===== config.mk =====
export PLATFORM = sky130hd
export DESIGN_NAME = rs_syndrome
export DESIGN_NICKNAME = d
export VERILOG_FILES = /design/src/rtl/rs_pkg.sv /design/src/rtl/gf_cmul.sv /design/src/rtl/rs_syndrome.sv
export SDC_FILE = /design/constraint.sdc
export NUM_CORES = 1
export LEC_CHECK = 0
export ABC_AREA = 1
export CORE_ASPECT_RATIO = 0.6
export CORE_MARGIN = 2
export CORE_UTILIZATION = 45
export CTS_CLUSTER_DIAMETER = 100
export DETAILED_ROUTE_END_ITERATION = 10
export PLACE_DENSITY = 0.65
export SLEW_MARGIN = 20
export SYNTH_ARGS = -nofsm -noshare
export SYNTH_HDL_FRONTEND = slang
export SYNTH_SLANG_ARGS = --single-unit

===== constraint.sdc =====
create_clock -name clk -period 3.48 [get_ports clk]
set_input_delay 0.696 -clock clk [delete_from_list [all_inputs] [get_ports clk]]
set_output_delay 0.696 -clock clk [all_outputs]
set_load 0.01 [all_outputs]

===== src/rtl/rs_pkg.sv =====
// Shared constants, FSM states and GF(2^8) helpers for the RS(255,239) decoder.
// Field is GF(2^8) with primitive polynomial 0x11D and alpha = 0x02.
package rs_pkg;

  localparam logic [7:0] GF_POLY = 8'h1D;
  localparam int RS_N     = 255;
  localparam int RS_K     = 239;
  localparam int RS_TWO_T = 16;
  localparam int RS_FCR   = 0;

  typedef enum logic {
    ST_IDLE,
    ST_RUN
  } rs_state_e;

  // alpha^e as a constant; elaboration-time only
  function automatic logic [7:0] gf_alpha_pow(input int e);
    logic [7:0] v;
    int k;
    v = 8'h01;
    k = e % 255;
    for (int j = 0; j < 255; j++) begin
      if (j < k) begin
        v = {v[6:0], 1'b0} ^ (v[7] ? GF_POLY : 8'h00);
      end
    end
    return v;
  endfunction

endpackage


===== src/rtl/gf_cmul.sv =====
// Constant GF(2^8) multiplier by alpha^P.
// Input bit b contributes column alpha^(P+b); the product is their XOR.
module gf_cmul
  import rs_pkg::*;
#(
  parameter int P = 0
) (
  input  logic [7:0] a,
  output logic [7:0] y
);

  logic [7:0] term [8];

  for (genvar b = 0; b < 8; b++) begin : g_col
    localparam logic [7:0] COL = gf_alpha_pow(P + b);
    assign term[b] = {8{a[b]}} & COL;
  end

  always_comb begin
    y = '0;
    for (int b = 0; b < 8; b++) begin
      y = y ^ term[b];
    end
  end

endmodule


===== src/rtl/rs_syndrome.sv =====
// RS(255,239) syndrome stage: Horner accumulation of S_i = R(alpha^(FCR+i)).
// Results live in their own registers so the next codeword can start at once.
module rs_syndrome
  import rs_pkg::*;
#(
  parameter int N     = RS_N,
  parameter int TWO_T = RS_TWO_T,
  parameter int FCR   = RS_FCR
) (
  input  logic                 clk,
  input  logic                 rst,
  input  logic                 in_valid,
  input  logic [7:0]           in_data,
  input  logic                 in_last,
  output logic                 synd_valid,
  output logic [8*TWO_T-1:0]   synd,
  output logic                 synd_zero,
  output logic                 len_err
);

  localparam int CW = $clog2(N + 1);
  localparam logic [CW-1:0] CNT_N = CW'(N);

  rs_state_e          state_q, state_d;
  logic [CW-1:0]      cnt_q, cnt_d, cnt_inc;
  logic [7:0]         acc_q [TWO_T];
  logic [7:0]         acc_d [TWO_T];
  logic [7:0]         mul   [TWO_T];
  logic [8*TWO_T-1:0] synd_q, synd_d;
  logic               synd_valid_q, synd_valid_d;
  logic               synd_zero_q, synd_zero_d;
  logic               len_err_q, len_err_d;
  logic               cw_close;

  for (genvar i = 0; i < TWO_T; i++) begin : g_lane
    gf_cmul #(.P(FCR + i)) u_cmul (
      .a (acc_q[i]),
      .y (mul[i])
    );
  end

  always_comb begin
    state_d      = state_q;
    cnt_d        = cnt_q;
    acc_d        = acc_q;
    synd_d       = synd_q;
    synd_valid_d = 1'b0;
    synd_zero_d  = synd_zero_q;
    len_err_d    = len_err_q;
    cnt_inc      = cnt_q + 1'b1;
    cw_close     = 1'b0;
    if (in_valid) begin
      cw_close = in_last || (cnt_inc == CNT_N);
      for (int i = 0; i < TWO_T; i++) begin
        unique case (state_q)
          ST_IDLE: acc_d[i] = in_data;
          ST_RUN:  acc_d[i] = mul[i] ^ in_data;
          default: acc_d[i] = in_data;
        endcase
      end
      if (cw_close) begin
        state_d      = ST_IDLE;
        cnt_d        = '0;
        synd_valid_d = 1'b1;
        for (int i = 0; i < TWO_T; i++) begin
          synd_d[8*i +: 8] = acc_d[i];
        end
        synd_zero_d = ~|synd_d;
        len_err_d   = ~(in_last && (cnt_inc == CNT_N));
      end else begin
        state_d = ST_RUN;
        cnt_d   = cnt_inc;
      end
    end
  end

  always_ff @(posedge clk) begin
    if (rst) begin
      state_q      <= ST_IDLE;
      cnt_q        <= '0;
      synd_q       <= '0;
      synd_valid_q <= 1'b0;
      synd_zero_q  <= 1'b0;
      len_err_q    <= 1'b0;
      for (int i = 0; i < TWO_T; i++) begin
        acc_q[i] <= '0;
      end
    end else begin
      state_q      <= state_d;
      cnt_q        <= cnt_d;
      synd_q       <= synd_d;
      synd_valid_q <= synd_valid_d;
      synd_zero_q  <= synd_zero_d;
      len_err_q    <= len_err_d;
      for (int i = 0; i < TWO_T; i++) begin
        acc_q[i] <= acc_d[i];
      end
    end
  end

  assign synd_valid = synd_valid_q;
  assign synd       = synd_q;
  assign synd_zero  = synd_zero_q;
  assign len_err    = len_err_q;

endmodule


Yosys cells after proc, flatten, opt, wreduce, memory -nomap -nowiden
Cells that the tools add are included. W data, S select, Z words.

Add/subtract/negate cells: 1. Eq/ne operators: 1. Mux-type cells: 35. Bitwise logic cells: 131. Reduce and logical (&&, ||, !) cells: 6.

Operators by type and width (number): $xor A8 B8 Y8 (52); $pmux W8 S2 (16); $xor A8 B7 Y8 (23); $xor A8 B6 Y8 (21); $mux W8 (17); $xor A8 B5 Y8 (17); $reduce_or A128 Y1 (1); $xor A6 B7 Y7 (3); $xor A5 B6 Y6 (3); $xor A7 B8 Y8 (2); $xor A8 B4 Y8 (2); $add A8 B1 Y8 const B (1); $eq A8 B8 Y1 const B (1); $xor A8 B3 Y8 (1); $xor A4 B5 Y5 (1); $xor A3 B4 Y4 (1); $not A1 Y1 (3); $xor A2 B3 Y3 (1); $mux W1 (2); $reduce_and A2 Y1 (1); $reduce_or A2 Y1 (1); $xor A1 B2 Y2 (1); $logic_and A1 B1 Y1 (1); $logic_not A1 Y1 (1); $logic_or A1 B1 Y1 (1).

Register bits: 268. Input port bits: 12. Output and inout bits: 131. Logic and storage cells: 196.

Logic depth before layout (Yosys ltp)
Gate-level depths: netlist (run 1).

Depth after elaboration: 12. Mapped depth: 17. Depth with buffers taken out: 17.

Cells and area by module
From an unflattened synthesis (run 1), not the netlist that was laid out.

Cells, all modules: 2739. Area total of the unflattened synthesis: 16445.8 um2.

By module, submodules not included: rs_syndrome (times used 1, cells each 2129, area each 13280.2 um2, seq. area each 5365.1 um2); gf_cmul (g_lane[7].u_cmul) (times used 1, cells each 89, area each 376.6 um2, seq. area each 0.0 um2); gf_cmul (g_lane[12].u_cmul) (times used 1, cells each 47, area each 246.5 um2, seq. area each 0.0 um2); gf_cmul (g_lane[15].u_cmul) (times used 1, cells each 49, area each 242.7 um2, seq. area each 0.0 um2); gf_cmul (g_lane[5].u_cmul) (times used 1, cells each 59, area each 234.0 um2, seq. area each 0.0 um2); gf_cmul (g_lane[8].u_cmul) (times used 1, cells each 41, area each 229.0 um2, seq. area each 0.0 um2); gf_cmul (g_lane[13].u_cmul) (times used 1, cells each 37, area each 211.5 um2, seq. area each 0.0 um2); gf_cmul (g_lane[9].u_cmul) (times used 1, cells each 32, area each 209.0 um2, seq. area each 0.0 um2); gf_cmul (g_lane[14].u_cmul) (times used 1, cells each 37, area each 205.2 um2, seq. area each 0.0 um2); gf_cmul (g_lane[6].u_cmul) (times used 1, cells each 38, area each 203.9 um2, seq. area each 0.0 um2); gf_cmul (g_lane[4].u_cmul) (times used 1, cells each 36, area each 201.4 um2, seq. area each 0.0 um2); gf_cmul (g_lane[10].u_cmul) (times used 1, cells each 30, area each 198.9 um2, seq. area each 0.0 um2); gf_cmul (g_lane[11].u_cmul) (times used 1, cells each 34, area each 197.7 um2, seq. area each 0.0 um2); gf_cmul (g_lane[3].u_cmul) (times used 1, cells each 36, area each 158.9 um2, seq. area each 0.0 um2); 3 more rows.

Least setup slack after synthesis (run 1)
No wires, ideal clock.

Kind: in2reg. From: input in_data[6]. To: register synd_zero_q, in the netlist synd_zero. Setup time: 0.058 ns. Arrival: 1.998 ns. Required time: 3.422 ns. Setup slack: 1.424 ns. Stages on the path: 12. Path buffers: 2. Path through: clkbuf_1 -> clkinv_1 -> clkbuf_1 -> nand4_1 -> nand2_1 -> nor2_1 -> nand2_1 -> nor2_1 -> nand3_1 -> nor2_1 -> nand3_1 -> nand2_1.

Word-level cells in the longest chain between the ends: 5. Elaborated cells between the ends (all ways): 50. Classes of those cells: mux (32); bitwise (16); reduce/logical (2).

RTL lines: start: declaration (line rs_syndrome.sv:13) `input logic [7:0] in_data,`; $xor A8 B8 Y8 (line rs_syndrome.sv:57) `ST_RUN: acc_d[i] = mul[i] ^ in_data;`; $pmux W8 S2 (line rs_syndrome.sv:55) `unique case (state_q)`; $mux W8 (line rs_syndrome.sv:52) `if (in_valid) begin`; $reduce_or A128 Y1 * (line rs_syndrome.sv:68) `synd_zero_d = ~|synd_d;`; $logic_not A1 Y1 * (line rs_syndrome.sv:68); end signal: assignment (line rs_syndrome.sv:93) `synd_zero_q <= synd_zero_d;`; end: declaration (line rs_syndrome.sv:31) `logic synd_zero_q, synd_zero_d;`.

Every way passes the cells marked *; elsewhere a longest branch is shown, timed or not. The select of a mux whose other input is x is not followed. A chain may end at the register's enable or synchronous reset.

Final worst setup path (run 1)
From: register cnt_q[1]. To: register synd_q[37], in the netlist synd[37].

Word-level cells in the longest chain between the ends: 4.

RTL lines: start: declaration (line rs_syndrome.sv:25) `logic [CW-1:0] cnt_q, cnt_d, cnt_inc;`; start signal: assignment (line rs_syndrome.sv:90) `cnt_q <= cnt_d;`; $add A8 B1 Y8 (line rs_syndrome.sv:50) `cnt_inc = cnt_q + 1'b1;`; $eq A8 B8 Y1 (line rs_syndrome.sv:53) `cw_close = in_last || (cnt_inc == CNT_N);`; $logic_or A1 B1 Y1 (line rs_syndrome.sv:53); $reduce_and A2 Y1 (no source line); end signal: assignment (line rs_syndrome.sv:91) `synd_q <= synd_d;`; end: declaration (line rs_syndrome.sv:29) `logic [8*TWO_T-1:0] synd_q, synd_d;`.

No other way between the ends.

==> results of run 1 <==
[worst max-delay path, cell delays in order (launching register included)]
cell and delay, ns:
dfxtp_1 0.38, ha_1 0.23, nand4_1 0.16, nor2_1 0.13, nand2_1 0.06, nand2_1 0.08
nand3_1 0.10, nor2_2 0.17, nor2_4 0.10, nor2_8 0.37, buf_6 0.55, inv_2 0.33
nand2_1 0.15, a21oi_1 0.07
[Yosys cell counts]
cell | n | share of area
clkinv_1 | 6 | 0.0015
nor2_4 | 1 | 0.00073
nand2b_1 | 2 | 0.00081
o21ai_1 | 5 | 0.0016
o22ai_1 | 64 | 0.026
clkbuf_1 | 75 | 0.018
ha_1 | 2 | 0.0016
a211oi_1 | 3 | 0.0015
nand4_1 | 78 | 0.032
a31oi_1 | 4 | 0.0016
xor2_1 | 32 | 0.018
a21oi_1 | 117 | 0.038
o21a_1 | 7 | 0.0034
nand3b_1 | 1 | 0.00049
inv_1 | 390 | 0.095
dfxtp_1 | 268 | 0.35
buf_1 | 23 | 0.0056
buf_6 | 1 | 0.00073
o21ai_0 | 166 | 0.054
nor3_1 | 2 | 0.00065
nand2_1 | 955 | 0.23
nor2_1 | 93 | 0.023
or2_2 | 2 | 0.00081
buf_4 | 4 | 0.0019
buf_2 | 29 | 0.0094
nor2_8 | 1 | 0.0013
inv_2 | 5 | 0.0012
nand2_2 | 1 | 0.00041
o21ai_2 | 1 | 0.00057
xnor2_1 | 22 | 0.012
nor2_2 | 3 | 0.0012
o211ai_1 | 21 | 0.010
o21bai_1 | 1 | 0.00049
nand3_1 | 174 | 0.056
[stage by stage]
stage                     instance area, um2  std cells   util  hold slack, ns  power [mW]
after global routing                   18100       3114  0.536           0.476        8.93
after detailed placement               17200       3065  0.509           0.438        5.54
after global placement                 17200       3065  0.509           0.440        5.51
after floorplan                        15400       2559      -           0.449        4.81
final                                  18100       3114  0.536           0.454        8.50
after CTS                              18100       3114  0.536           0.457        8.52
[report_power, final]
part,internal [mW],total [mW],switching (mW)
clock,1.63,2.98,1.35
sequential,3.31,3.55,0.243
combinational,0.703,1.96,1.26
total,5.64,8.50,2.86
[layer usage]
layer | vias to the layer above | part of all wire | track usage
li1 | 8222 | - | -
met1 | 7644 | 0.48 | 0.446
met2 | 683 | 0.39 | 0.414
met3 | 94 | 0.10 | 0.0694
met4 | 2 | 0.025 | 0.0798
met5 | - | 0.00020 | 0
[sequential cells by signal, summed over array words and instances (netlist names)]
name        cells
acc_q         128
synd          128
cnt_q           8
len_err         1
state_q         1
synd_valid      1
synd_zero       1
[cell families (layout without fill, tap and decap cells)]
group | count (synthesis) | in the layout | share of synthesized area
and+or+nand+nor | 1313 | 1313 | 0.349
adders and majority gates | 2 | 2 | 0.00162
DFF | 268 | 268 | 0.348
AOI/OAI and AO/OA | 389 | 389 | 0.137
buffers and inverters | 533 | 629 | 0.133
xor gates and xnor gates | 54 | 54 | 0.0307
[area by class of cell]
type                    instances  area (um2)
clock buffers                  33         758
clock inverters                16         128
inverters                     401        1510
repair buffers                179        1750
fillers                      3379       15700
flip-flops and latches        268        5370
well taps                     459         574
multi-input cells            1758        8010
[worst paths after layout]
| kind | from | to | slack, ns | cells after the start |
|---|---|---|---|---|
| min reg2reg | synd[35]$_SDFFE_PP0P_ | synd[35]$_SDFFE_PP0P_ | 0.45 | 2 |
| max reg2reg | cnt_q[1]$_SDFFE_PP0P_ | synd[37]$_SDFFE_PP0P_ | 0.40 | 13 |
| min | synd[35]$_SDFFE_PP0P_ | synd[35]$_SDFFE_PP0P_ | 0.45 | 2 |
| max | cnt_q[1]$_SDFFE_PP0P_ | synd[37]$_SDFFE_PP0P_ | 0.40 | 13 |
==> impl_results.md, run 1 <==
* Clock-pin transition on the worst setup and hold timing paths at 0.07 ns
* P_leak at 9.41 nW
* Max Slew Vio Count at 0
* ANT nets after route at 0
* Row count at 52
* Die width at 243 um
* Max-Cap Viols at 0
* DR vias at 16645
* Starting Density at 0.457
* CTS tree: yes
* Commonest non-fill, non-tap cell in the layout: nand2_1
* Final wirelength at 53700 um
* Core area at 33800 um2
* Setup TNS at 0 ns
* Final hold vios at 0
* Sequential share of the synthesized area at 0.348
* Synthesized flop and latch total at 268
* Drt drc at 0
* Antenna violations before repair at 1
* Global route overflow at 0
* Post-DR wirelength/cell at 17.2 um
* Crit Path Class: reg -> reg
* Diodes inserted at 0
* Slew @ Worst Pin at 0.960 ns
* Io pins at 143
* Critical Path Sink Type: flop
* Root buf cell: clkbuf_16
* Warnings, synthesis at 0
* Synthesized net count at 2573
* Worst IR Drop VDD at 0.000348 V
* Setup WS pre-CTS at 0.127 ns
* Layout Nets at 2649
* Fin crit share at 0.885
* Mapped Area at 15400 um2
* Worst-Skew Late Latency at 0.58 ns
* Max-slew headroom at 0.358
* Crit path launch type: flop
* PortBufs at 142
* RSZ-0062 raised after global routing: false
* Global-route wire length before repair at 83000 um
* Final setup viols at 0
* Final min period at 3.08 ns
* Cts repair resizes at 0
* Critical Path RT at 3.92 ns
* Post-CTS Setup Bufs at 0
* Full die area at 35800 um2
* Worst path arrival time at 3.52 ns
* Slack of the critical path at 0.400 ns
* Setup Skew at 0.0209 ns
* Initial DRC Count at 1751
* HPWL after DPL at 37400 um
* Cts hold-fix bufs at 0
* CTS HTree Levels at 1
* Synth cell types at 34
* Die height at 147 um
* GRT Util Overall at 0.295
* Pwr/cell area at 470 nW/um2
* Status: complete, no violations
* Pre-antenna DRT Iters at 6
* Vias in the first global route at 14533
* Clk sink count at 268
* CTS Buf Count at 27
* Via-to-Cell Ratio at 5.35
* Synthesis-to-finish area growth at 17.3%
* Mean Syn Cell Area at 6.03 um2
* Pin count of the biggest net entering global routing at 150
* Commonest non-fill, non-tap cells in the layout: nand2_1, inv_1, dfxtp_1, nand3_1, o21ai_0
* Cells after synthesis at 2559
* Largest fanout on the critical path at 85
* Maximum clock rate at 0.325 GHz
* Hold WC Path Type: reg -> reg
* Gpl congestion at 0.930
* Share of cells above drive strength 1 at 0.0395
* Longest Clk Path Bufs at 3
Note: power is estimated with default switching activity, not from simulation.
==> inputs of run 2 (changes only) <==
CTS_CLUSTER_SIZE = 12   (was unset)
MAX_ROUTING_LAYER = met4   (was unset)
==> run 2 against run 1 <==
Clock skew down 0.0016 ns; critical endpoint is now synd[73]$_SDFFE_PP0P_; worst hold slack worse by 0.0028 ns; register-to-register slack got worse by 0.099 ns; die area unchanged; non-clock buffer count decreased by 1; sequential power is essentially flat; clock-buffer cell count decreased by 5; clock power down 13%; critical path depth shrank 1; sequential share of layout area increased by 0.32 points; highest routed layer is now met4.
==> impl_results.md, run 2 (synthesized netlist as in run 1, its figures left out) <==
* Critical Path Sink Type: flop
* Worst-Skew Late Latency at 0.57 ns (about the same)
* Layout Nets at 2647 (-0.076%)
* Pin count of the biggest net entering global routing at 150 (unchanged)
* Max-slew headroom at 0.254 (-0.104)
* Setup Skew at 0.0193 ns (-0.00164 ns)
* Maximum clock rate at 0.314 GHz (-3.1%)
* Global route overflow at 0 (unchanged)
* Critical Path RT at 3.99 ns (+0.07 ns)
* HPWL after DPL at 37700 um (+0.80%)
* Root buf cell: clkbuf_16
* Vias in the first global route at 14472 (-0.42%)
* CTS Buf Count at 26 (-3.7%)
* CP endpoint: synd[73]$_SDFFE_PP0P_
* Hold WC Path Type: reg -> reg
* Final min period at 3.18 ns (+0.0992 ns)
* Largest fanout on the critical path at 33 (-61%)
* Setup TNS at 0 ns (unchanged)
* Crit Path Class: reg -> reg
* Drt drc at 0 (unchanged)
* Full die area at 35800 um2 (unchanged)
* Reg-to-reg slack, setup at 0.30 ns (-0.10 ns)
* Die height at 147 um (unchanged)
* Pwr/cell area at 453 nW/um2 (-3.5%)
* Fill count at 3431 (+1.5%)
* Longest Clk Path Bufs at 3 (unchanged)
* Share of cells above drive strength 1 at 0.0315 (-0.00804)
* Clock-pin transition on the worst setup and hold timing paths at 0.06 ns (about the same)
* Via-to-Cell Ratio at 5.30 (-0.79%)
* Clk sink count at 268 (unchanged)
* Global-route wire length before repair at 83800 um (+1.0%)
* Max Slew Vio Count at 0 (unchanged)
* Hold_sp: synd[29]$_SDFFE_PP0P_
* ANT nets after route at 0 (unchanged)
* Status: complete, no violations
* Gpl congestion at 0.952 (+2.5%)
* Row count at 52 (unchanged)
* Final setup viols at 0 (unchanged)
* Reg2Reg Capture Point: synd[73]$_SDFFE_PP0P_
* Worst IR Drop VDD at 0.000369 V (+6.0%)
* Worst path arrival time at 3.69 ns (+0.17 ns)
* Pre-antenna DRT Iters at 6 (unchanged)
* RSZ-0062 raised after global routing: false
* Slew @ Worst Pin at 1.12 ns (+0.156 ns)
* Fin crit share at 0.914 (+0.0285)
* GRT Util Overall at 0.305 (+0.0107)
* Final wirelength at 54100 um (+0.86%)
* Commonest non-fill, non-tap cell in the layout: nand2_1
* Post-DR wirelength/cell at 17.5 um (+1.5%)
* CTS tree: yes
* Max-Cap Viols at 0 (unchanged)
* Io pins at 143 (unchanged)
* Core area at 33800 um2 (unchanged)
* DR vias at 16402 (-1.5%)
* P_leak at 9.30 nW (-1.1%)
* Diodes inserted at 0 (unchanged)
* CTS HTree Levels at 1 (unchanged)
* Commonest non-fill, non-tap cells in the layout: nand2_1, inv_1, dfxtp_1, nand3_1, o21ai_0
* Worst r2r src: cnt_q[1]$_SDFFE_PP0P_
* Synthesis-to-finish area growth at 16.0%
* Initial DRC Count at 1890 (+7.9%)
* Die width at 243 um (unchanged)
* Post-layout util at 0.530 (-0.00571)
* Starting Density at 0.457 (unchanged)
* Worst R2R Path Depth at 12 (-1)
* Antenna violations before repair at 0 (-1)
* Critical Path Source: cnt_q[1]$_SDFFE_PP0P_
* PortBufs at 142 (unchanged)
* Crit path launch type: flop
* Final hold vios at 0 (unchanged)
[run 2: changes by cell type in the layout (fill, tap and decap cells not counted), sizes merged]
cell,previous run,this run
clkinv,18,6
clkbuf,33,28
clkinvlp,2,0
bufinv,1,0
buf,39,38
[run 2: cell type report]
cell class,count,area (um2),share of cell area
Clock buffer,28,679,0.0380
Clock inverter,1,8.76,0.000489
Inverter,401,1510,0.0841
Multi-Input combinational cell,1758,8010,0.448
Sequential cell,268,5370,0.300
Tap cell,459,574,0.0321
Timing Repair Buffer,178,1750,0.0978
[run 2: per-layer routing]
metal | vias up | global-route usage | part of all wire
met5 | - | - | 0
met4 | 0 | 0.0613 | 0.018
met3 | 76 | 0.0523 | 0.095
met2 | 692 | 0.423 | 0.40
met1 | 7435 | 0.461 | 0.49
li1 | 8199 | - | -
[run 2: power by group]
group | internal (mW) | total, mW | switching, mW
clock network | 1.36 | 2.59 | 1.23
logic | 0.704 | 1.96 | 1.26
registers | 3.31 | 3.56 | 0.250
[run 2: repair_timing]
item	CTS	global route
endpoints found under the hold margin	0	0
hold buffers	0	0
resized for setup	0	1
setup endpoints to repair	0	4
setup buffers	0	0
[run 2: critical path: stages (launching register included)]
cell     delay [ns]
dfxtp_1        0.39
ha_1           0.24
nand4_1        0.16
o21ai_0        0.19
nand2_1        0.09
nand3_1        0.11
nor2_2         0.07
nor2_4         0.35
inv_2          0.12
nor2_4         0.86
buf_4          0.37
o22ai_1        0.10
inv_1          0.07
[run 2: worst min-delay path by stage]
stage,to,cells after the start
after detailed placement,synd[11]$_SDFFE_PP0P_,2
after floorplan,acc_q[64]$_SDFFE_PP0P_,1
final,synd[29]$_SDFFE_PP0P_,2
after global routing,synd[63]$_SDFFE_PP0P_,2
after CTS,synd[19]$_SDFFE_PP0P_,2
after global placement,synd[35]$_SDFFE_PP0P_,2
[run 2: metrics by stage]
step	setup slack, ns	instances	hold slack, ns	instance area [um2]	power, mW
finish	0.300	3093	0.451	17900	8.11
global route	0.0850	3093	0.477	17900	8.53
CTS	0.265	3093	0.454	17900	8.14
detailed placement	0.275	3064	0.439	17200	5.54
global placement	0.290	3064	0.439	17200	5.51
floorplan	1.42	2559	0.449	15400	4.81
==> inputs of run 3 (changes only) <==
==> constraint.sdc (replaced) <==
create_clock -name clk -period 3.48 [get_ports clk]
set_input_delay 0.696 -clock clk [delete_from_list [all_inputs] [get_ports clk]]
set_output_delay 0.696 -clock clk [all_outputs]
set_load 0.1 [all_outputs]
==> run 3 against run 2 <==
Via count increased by 0.59%; final area down 1.1%; global-route usage up 0.42 points; non-clock buffer count increased by 3; first-iteration DRC count grew 0.21%; combinational power increased by 40%; setup slack got worse by 0.042 ns; critical path depth is 2 higher; fmax shrank 1.3%; clock-buffer cell count unchanged; routed wire length up 0.44%.
==> impl_results.md, run 3 (synthesized netlist as in run 1, its figures left out) <==
* Status: complete, no violations
* Clk sink count at 268 (unchanged)
* CTS HTree Levels at 1 (unchanged)
* Post-layout util at 0.524 (-0.00571)
* Slew @ Worst Pin at 1.11 ns (-0.00807 ns)
* Die width at 243 um (unchanged)
* Longest Clk Path Bufs at 3 (unchanged)
* Maximum clock rate at 0.310 GHz (-1.3%)
* Max Slew Vio Count at 0 (unchanged)
* Global route overflow at 0 (unchanged)
* Pin count of the biggest net entering global routing at 150 (unchanged)
* Critical Path Sink Type: flop
* Global-route wire length before repair at 85000 um (+1.4%)
* Gate power share at 0.308 (+0.066)
* Largest fanout on the critical path at 73 (+120%)
* Crit Path Class: reg -> reg
* Commonest non-fill, non-tap cell in the layout: nand2_1
* Top Metal Used: met4
* Hold WC Path Type: reg -> reg
* Setup Skew at 0.0264 ns (+0.00711 ns)
* Clock-pin transition on the worst setup and hold timing paths at 0.06 ns (about the same)
* Die height at 147 um (unchanged)
* Final hold vios at 0 (unchanged)
* Fin crit share at 0.926 (+0.0122)
* Setup TNS at 0 ns (unchanged)
* Drt drc at 0 (unchanged)
* Fill count at 3398 (-0.96%)
* CTS tree: yes
* Layout Nets at 2650 (+0.11%)
* Max-Cap Viols at 0 (unchanged)
* Pre-antenna DRT Iters at 6 (unchanged)
* Worst path arrival time at 3.66 ns (-0.03 ns)
* Io pins at 143 (unchanged)
* CTS Buf Count at 26 (unchanged)
* Clock power share at 0.293 (-0.027)
* HPWL after DPL at 38000 um (+0.70%)
* Initial DRC Count at 1894 (+0.21%)
* Via-to-Cell Ratio at 5.33 (+0.49%)
* Wire length on met1 at 26700 um (+0.65%)
* Sequential share of power at 0.399 (-0.040)
* Worst-Skew Late Latency at 0.58 ns (about the same)
* Crit path launch type: flop
* Starting Density at 0.457 (unchanged)
* RSZ-0062 raised after global routing: false
* Final setup viols at 0 (unchanged)
* Max-slew headroom at 0.260 (+0.00539)
* DR vias at 16498 (+0.59%)
* Routed wl met3 at 5400 um (+5.2%)
* Commonest non-fill, non-tap cells in the layout: nand2_1, inv_1, dfxtp_1, nand3_1, o21ai_0
* Post-DR wirelength/cell at 17.6 um (+0.35%)
* ANT nets after route at 0 (unchanged)
* WL met2 at 21000 um (-2.2%)
* Vias in the first global route at 14733 (+1.8%)
* Cts hold-fix bufs at 0 (unchanged)
* Switching Power at 3.56 mW (+30%)
* Full die area at 35800 um2 (unchanged)
* Gpl congestion at 0.968 (+1.7%)
* Worst IR Drop VDD at 0.000461 V (+25%)
* Final wirelength at 54400 um (+0.44%)
* Synthesis-to-finish area growth at 14.8%
* Internal power at 5.35 mW (-0.51%)
* Critical Path RT at 3.91 ns (-0.08 ns)
* P_leak at 9.46 nW (+1.7%)
* Share of cells above drive strength 1 at 0.0652 (+0.0337)
* Pwr/cell area at 503 nW/um2 (+11%)
* Root buf cell: clkbuf_16
* Sw frac at 0.400 (+0.0622)
* Antenna violations before repair at 1 (+1)
* GRT Util Overall at 0.310 (+0.00421)
* Final min period at 3.22 ns (+0.0425 ns)
* Diodes inserted at 0 (unchanged)
* PortBufs at 142 (unchanged)
* Row count at 52 (unchanged)
* Core area at 33800 um2 (unchanged)
-- run 3: cell types whose count changed in the layout (fill, tap and decap cells not counted) --
cell,before,now
buf_4,31,120
clkdlybuf4s50_1,140,54
-- run 3: cell type report --
cell class / count / area [um2] / area share
clock buffer: 28 / 679 / 0.0384
clock inverter: 1 / 8.76 / 0.000495
sequential: 268 / 5370 / 0.303
inverter: 401 / 1510 / 0.0850
timing repair buffer: 181 / 1560 / 0.0880
tap: 459 / 574 / 0.0324
multi-input combinational: 1758 / 8010 / 0.453
-- run 3: power by group through the flow --
stage | Combinational, mW | Clock (mW) | Sequential (mW)
2_1_floorplan | 1.23 | 0 | 4.38
3_3_place_gp | 2.68 | 0 | 3.61
3_5_place_dp | 2.71 | 0 | 3.61
4_1_cts | 2.72 | 2.65 | 3.55
5_1_grt | 2.97 | 2.77 | 3.59
6_report | 2.75 | 2.61 | 3.55
-- run 3: per-layer routing --
| metal | vias up | global-route usage |
|---|---|---|
| li1 | 8199 | - |
| met1 | 7476 | 0.466 |
| met2 | 730 | 0.422 |
| met3 | 93 | 0.0572 |
| met4 | 0 | 0.0718 |
| met5 | - | - |
-- run 3: what timing repair did --
| item | in CTS | in global routing |
|---|---|---|
| setup endpoints to repair | 0 | 18 |
| setup buffers | 0 | 0 |
| resized for setup | 0 | 1 |
-- run 3: worst max-delay path, stage by stage, from the launching register on --
cell     delay, ns
dfxtp_1       0.39
ha_1          0.24
nand4_1       0.17
nor2_1        0.13
nand2_1       0.06
nand2_1       0.07
nand3_1       0.09
nor2_2        0.18
nor2_4        0.12
nor2_8        0.11
buf_6         0.50
buf_4         0.53
inv_2         0.27
nand2_1       0.14
a21oi_1       0.07
-- run 3: path summary, 6_finish.rpt --
| path | from | end | slack, ns | cells after the start |
|---|---|---|---|---|
| worst max-delay path | cnt_q[1]$_SDFFE_PP0P_ | synd[26]$_SDFFE_PP0P_ | 0.26 | 14 |
| worst min-delay path | synd[17]$_SDFFE_PP0P_ | synd[17]$_SDFFE_PP0P_ | 0.45 | 2 |
| worst max register to register | cnt_q[1]$_SDFFE_PP0P_ | synd[26]$_SDFFE_PP0P_ | 0.26 | 14 |
| worst min register to register | synd[17]$_SDFFE_PP0P_ | synd[17]$_SDFFE_PP0P_ | 0.45 | 2 |
-- run 3: metrics by stage --
step | total power [mW] | cell area (um2) | hold WS (ns) | std cells | worst slack (ns)
6_report | 8.91 | 17700 | 0.452 | 3096 | 0.258
5_1_grt | 9.33 | 17700 | 0.475 | 3096 | 0.00490
4_1_cts | 8.92 | 17700 | 0.457 | 3096 | 0.0981
3_5_place_dp | 6.32 | 17000 | 0.443 | 3067 | 0.112
3_3_place_gp | 6.29 | 17000 | 0.439 | 3067 | 0.202
2_1_floorplan | 5.61 | 15400 | 0.449 | 2559 | 1.42
